## src/rtl/imem_boot_loader.sv

```systemverilog
// imem_boot_loader: packs a length-prefixed big-endian byte stream into imem writes, holding the CPU in reset until loaded.
// Optional trailing XOR checksum byte when IMEM_BOOT_LOADER_CHECKSUM_EN is defined.
module imem_boot_loader #(
    parameter int unsigned MAX_WORDS = 256,
    parameter logic [31:0] BASE_ADDR = 32'h0
) (
    input  logic        clk,
    input  logic        reset,
    input  logic [7:0]  in_data,
    input  logic        in_valid,
    output logic        in_ready,
    output logic        imem_we,
    output logic [31:0] imem_addr,
    output logic [31:0] imem_data,
    output logic        cpu_reset,
    output logic        done,
    output logic        error,
    output logic [15:0] word_cnt
);
    typedef enum logic [2:0] {S_LEN_HI, S_LEN_LO, S_DATA, S_CHK, S_DONE, S_ERR} state_t;
`ifdef IMEM_BOOT_LOADER_CHECKSUM_EN
    localparam state_t S_FIN = S_CHK;
    logic [7:0] csum_q;
`else
    localparam state_t S_FIN = S_DONE;
`endif
    state_t      state_q;
    logic [15:0] len_q;
    logic [1:0]  bcnt_q;
    logic [23:0] word_q;
    logic        imem_we_q;
    logic [31:0] imem_addr_q;
    logic [31:0] imem_data_q;
    logic        cpu_reset_q;
    logic [15:0] word_cnt_q;
    logic        accept;
    logic [15:0] len_d;
    logic [31:0] word_d;
    logic        last_word;
    assign in_ready  = (state_q != S_DONE) && (state_q != S_ERR);
    assign accept    = in_valid && in_ready;
    assign len_d     = {len_q[7:0], in_data};
    assign word_d    = {word_q, in_data};
    assign last_word = (word_cnt_q + 16'd1) == len_q;
    assign imem_we   = imem_we_q;
    assign imem_addr = imem_addr_q;
    assign imem_data = imem_data_q;
    assign cpu_reset = cpu_reset_q;
    assign done      = state_q == S_DONE;
    assign error     = state_q == S_ERR;
    assign word_cnt  = word_cnt_q;
    always_ff @(posedge clk) begin
        if (reset) begin
            state_q     <= S_LEN_HI;
            len_q       <= '0;
            bcnt_q      <= '0;
            word_q      <= '0;
            imem_we_q   <= 1'b0;
            imem_addr_q <= BASE_ADDR;
            imem_data_q <= '0;
            cpu_reset_q <= 1'b1;
            word_cnt_q  <= '0;
`ifdef IMEM_BOOT_LOADER_CHECKSUM_EN
            csum_q      <= '0;
`endif
        end else begin
            imem_we_q   <= 1'b0;
            // Released one cycle after DONE so the final write lands before the first fetch.
            cpu_reset_q <= state_q != S_DONE;
            if (accept) begin
                case (state_q)
                    S_LEN_HI: begin
                        len_q   <= {8'h00, in_data};
                        state_q <= S_LEN_LO;
                    end
                    S_LEN_LO: begin
                        len_q   <= len_d;
                        state_q <= (32'(len_d) > MAX_WORDS) ? S_ERR : (len_d == 16'd0) ? S_FIN : S_DATA;
                    end
                    S_DATA: begin
                        word_q <= word_d[23:0];
                        bcnt_q <= bcnt_q + 2'd1;
`ifdef IMEM_BOOT_LOADER_CHECKSUM_EN
                        csum_q <= csum_q ^ in_data;
`endif
                        if (bcnt_q == 2'd3) begin
                            imem_we_q   <= 1'b1;
                            imem_addr_q <= BASE_ADDR + {14'b0, word_cnt_q, 2'b00};
                            imem_data_q <= word_d;
                            word_cnt_q  <= word_cnt_q + 16'd1;
                            if (last_word)
                                state_q <= S_FIN;
                        end
                    end
`ifdef IMEM_BOOT_LOADER_CHECKSUM_EN
                    S_CHK: state_q <= (in_data == csum_q) ? S_DONE : S_ERR;
`endif
                    default: ;
                endcase
            end
        end
    end
endmodule
```

## config.mk

```make
export PLATFORM = sky130hd
export DESIGN_NAME = imem_boot_loader
export DESIGN_NICKNAME = d
export VERILOG_FILES = /design/src/rtl/imem_boot_loader.sv
export SDC_FILE = /design/constraint.sdc
export NUM_CORES = 1
export LEC_CHECK = 0
export CORE_MARGIN = 2
export CORE_UTILIZATION = 35
export CTS_CLUSTER_DIAMETER = 60
export DETAILED_ROUTE_END_ITERATION = 10
export GPL_TIMING_DRIVEN = 0
export PLACE_DENSITY = 0.63
export SYNTH_ARGS = -nofsm -noshare
export SYNTH_HDL_FRONTEND = slang
export SYNTH_SLANG_ARGS = --single-unit
```

## constraint.sdc

```tcl
create_clock -name clk -period 4.6 [get_ports clk]
set_input_delay 1.15 -clock clk [delete_from_list [all_inputs] [get_ports clk]]
set_output_delay 1.15 -clock clk [all_outputs]
set_load 0.01 [all_outputs]
```

==> results.tsv <==
stage	metric	value	unit
grt	gr-total-overflow	0	
setup_path	crit_path_cell_trace	clkdlybuf4s50_1, nor3b_1, and4_1, o211ai_1, nor4_2, nand4b_4, a31o_1	
synthesis	synthesis.instances	588	
finish	fillers	1315	
finish	drive_above_1_share	7.90	%
synthesis	synth.avg_cell_area	8.03	um2
finish	final_cell_mix	nand2_1, dfxtp_1, a21oi_1	
route	drtIter0Drc	255	
setup_path	crit_buf_inv	1	
grt	grt_use_total	16.8	%
setup_path	worstPathArrival	3230	ps
synthesis	synth-seq-cells	111	
finish	final_area	6050	um2
setup_path	critPathLaunchType	input pin	
finish	n_antenna_cell	0	
clock_tree	post_cts_buffers	0	
power_and_ir_drop	p_per_area	301	nW/um2
status	status	finished clean	
timing	fmax	335	MHz
clock_tree	clk_latency	350	ps
die	row_count	42	
timing	fin_crit_sh	65.0	%
route	wl	11800	um
finish	fin_nets	705	
die	fp.dieW	120	um
synthesis	synth-async-reset-ratio	0	%
timing	drv_slew	0	
place	place_congestion	0.862	
clock_tree	cts_sinks	111	
job	maxCapViolCount	0	
route	met2_length	5580	um
synthesis	yosys_warnings	0	
setup_path	timing.rr.start	word_cnt[1]$_SDFFE_PP0P_	
timing	tightest_slew	974	ps
synthesis	syn_area	4720	um2
power_and_ir_drop	vdd_drop_max	0.000154	V
timing	clock_skew	9.99	ps
timing	fin_crit	2990	ps
grt	grt_max_degree	19	
synthesis	synthFlopType	dfxtp_1	
clock_tree	clk_pin_slew	70	ps
clock_tree	cts_hold_buf	0	
setup_path	slowest_delay	530	ps
route	vias_per_cell	4.89	
power_and_ir_drop	cellLeakagePower	2.08	nW
timing	setup_viol	0	
route	vias	4268	
route	route.detailed.drc	0	
clock_tree	cts-root-buf	clkbuf_16	
setup_path	critPathKind	in2reg	
die	core	13200	um2
finish	syn_to_final_growth	28.1	%
clock_tree	clockBufferDepth	2	
clock_tree	h-tree-depth	3	
timing	finalHoldViolations	0	
die	die_h	120	um
setup_path	cp_slowest_cell	clkdlybuf4s50_1	
place	portBuffers	78	
place	post_dp_cell_area	5780	um2
setup_path	cp.required	4840	ps
setup_path	critPathLaunch	in_valid	
setup_path	path_delay_family	simple AND/OR/NAND/NOR gates	
synthesis	ys_seq_area_share	47.1	%
worst_hold_path	hold_path_class	reg2reg	
clock_tree	cts_resized	0	
route	drt-pass1-iter-count	4	
setup_path	cp-end-kind	flip-flop	
die	start_util	35.8	%
timing	rsz0062_at_grt	no	
clock_tree	cts_made_buffers	9	
synthesis	yosys.cell_types.count	55	
synthesis	synth_edf_count	0	
timing	final.setup.tns	0	ps
route	highest_layer	met4	
timing	slew_headroom	34.6	%
clock_tree	tritoncts	done	
grt	first_global_vias	4094	
die	boundaryPins	96	
synthesis	synth_top_area_share	47.1	%
die	die_area	14400	um2
synthesis	synth_top_cell_by_area	dfxtp_1	
setup_path	crit_path_max_fanout	4	
grt	grt_pass1_wl	19600	um
route	ant_nets	0	
route	routedWlPerCell	13.6	um
route	m1WireLength	5380	um
place	hpwl	8840	um
worst_hold_path	hp-start	imem_addr[5]$_SDFFE_PP0P_	
finish	layout_commonest_cell	nand2_1	
route	wl_met3	710	um
synthesis	synth_area_leaders	dfxtp_1, nand2_1, a21oi_1	
grt	antenna_found_initial	0	
## synthesized netlist by cell type, drive strengths merged (2+ instances only)
cell type	number
nand2b	3
xor2	16
nand4b	2
nand4	8
or4	3
nor2	33
nor2b	2
o211ai	2
xnor2	19
dfxtp	111
clkbuf	21
a21oi	85
nand2	176
nor4	4
or3	2
o21ai	6
a22oi	9
nor3b	2
nor3	8
and3	2
buf	37
ha	2
o311ai	2
nand3	6
and2	2
inv	3
a31oi	3
## through the flow
step                      power, W  setup slack [ps]  hold slack [ps]  utilization, %  std cells
after floorplan            0.00108              2150              432               -        603
after global placement     0.00111              1230              441            43.8        857
after detailed placement   0.00112              1260              447            43.8        857
after CTS                  0.00183              1620              458            45.8        872
after global routing       0.00189              1450              479            45.8        872
final                      0.00182              1610              456            45.8        872
## flip-flops by register name (all words and copies together), names as in the netlist
name / cells
imem_addr: 16
bcnt_q: 2
word_cnt: 16
imem_data: 32
word_q: 24
state_q: 3
len_q: 16
cpu_reset: 1
imem_we: 1
## kinds of logic after synthesis
logic type | after synthesis | synth area share [%]
buf+inv | 61 | 7.29
mux | 1 | 0.212
compound gates | 115 | 13.6
fa+ha+maj | 2 | 0.530
flops | 111 | 47.1
simple gates | 262 | 24.7
xor+xnor | 35 | 6.50
other cells | 1 | 0.0795
## area by class of cell
cell class | count | area, um2 | area share (%)
timing repair buffer | 78 | 781 | 12.9
clock buffer | 10 | 229 | 3.79
inverter | 3 | 11.3 | 0.186
clock inverter | 5 | 41.3 | 0.683
tap | 176 | 220 | 3.64
sequential | 111 | 2220 | 36.7
multi-input combinational | 431 | 2210 | 36.5
buffer | 58 | 333 | 5.50
## tightest hold or removal path, delay by kind of cell, from the launching register on
kind,cells,cell delay [ps]
flops,1,310
simple gates,1,50
compound gates,1,50
## routing by layer
layer | vias to the layer above | global-route usage, %
met5 | - | 0
met4 | 0 | 4.71
met3 | 15 | 3.61
met2 | 126 | 27.7
met1 | 2000 | 22.1
li1 | 2127 | -
## worst paths after layout
path	endpoint	slack, ps	cells after the start
setup / recovery	state_q[1]$_SDFFE_PP0P_	1610	7
hold / removal	imem_addr[5]$_SDFFE_PP0P_	460	2
setup reg to reg	state_q[1]$_SDFFE_PP0P_	2220	7
hold reg to reg	imem_addr[5]$_SDFFE_PP0P_	460	2
## power breakdown
| part | internal (W) | total [W] | leakage (nW) | switching, W |
|---|---|---|---|---|
| Combinational | 0.0000460 | 0.000112 | 1.05 | 0.0000656 |
| Sequential | 0.000970 | 0.000983 | 0.896 | 0.0000134 |
| Clock | 0.000370 | 0.000724 | 0.126 | 0.000355 |
| Total | 0.00139 | 0.00182 | 2.08 | 0.000434 |
No activity file was read; power rests on OpenSTA's default activity.
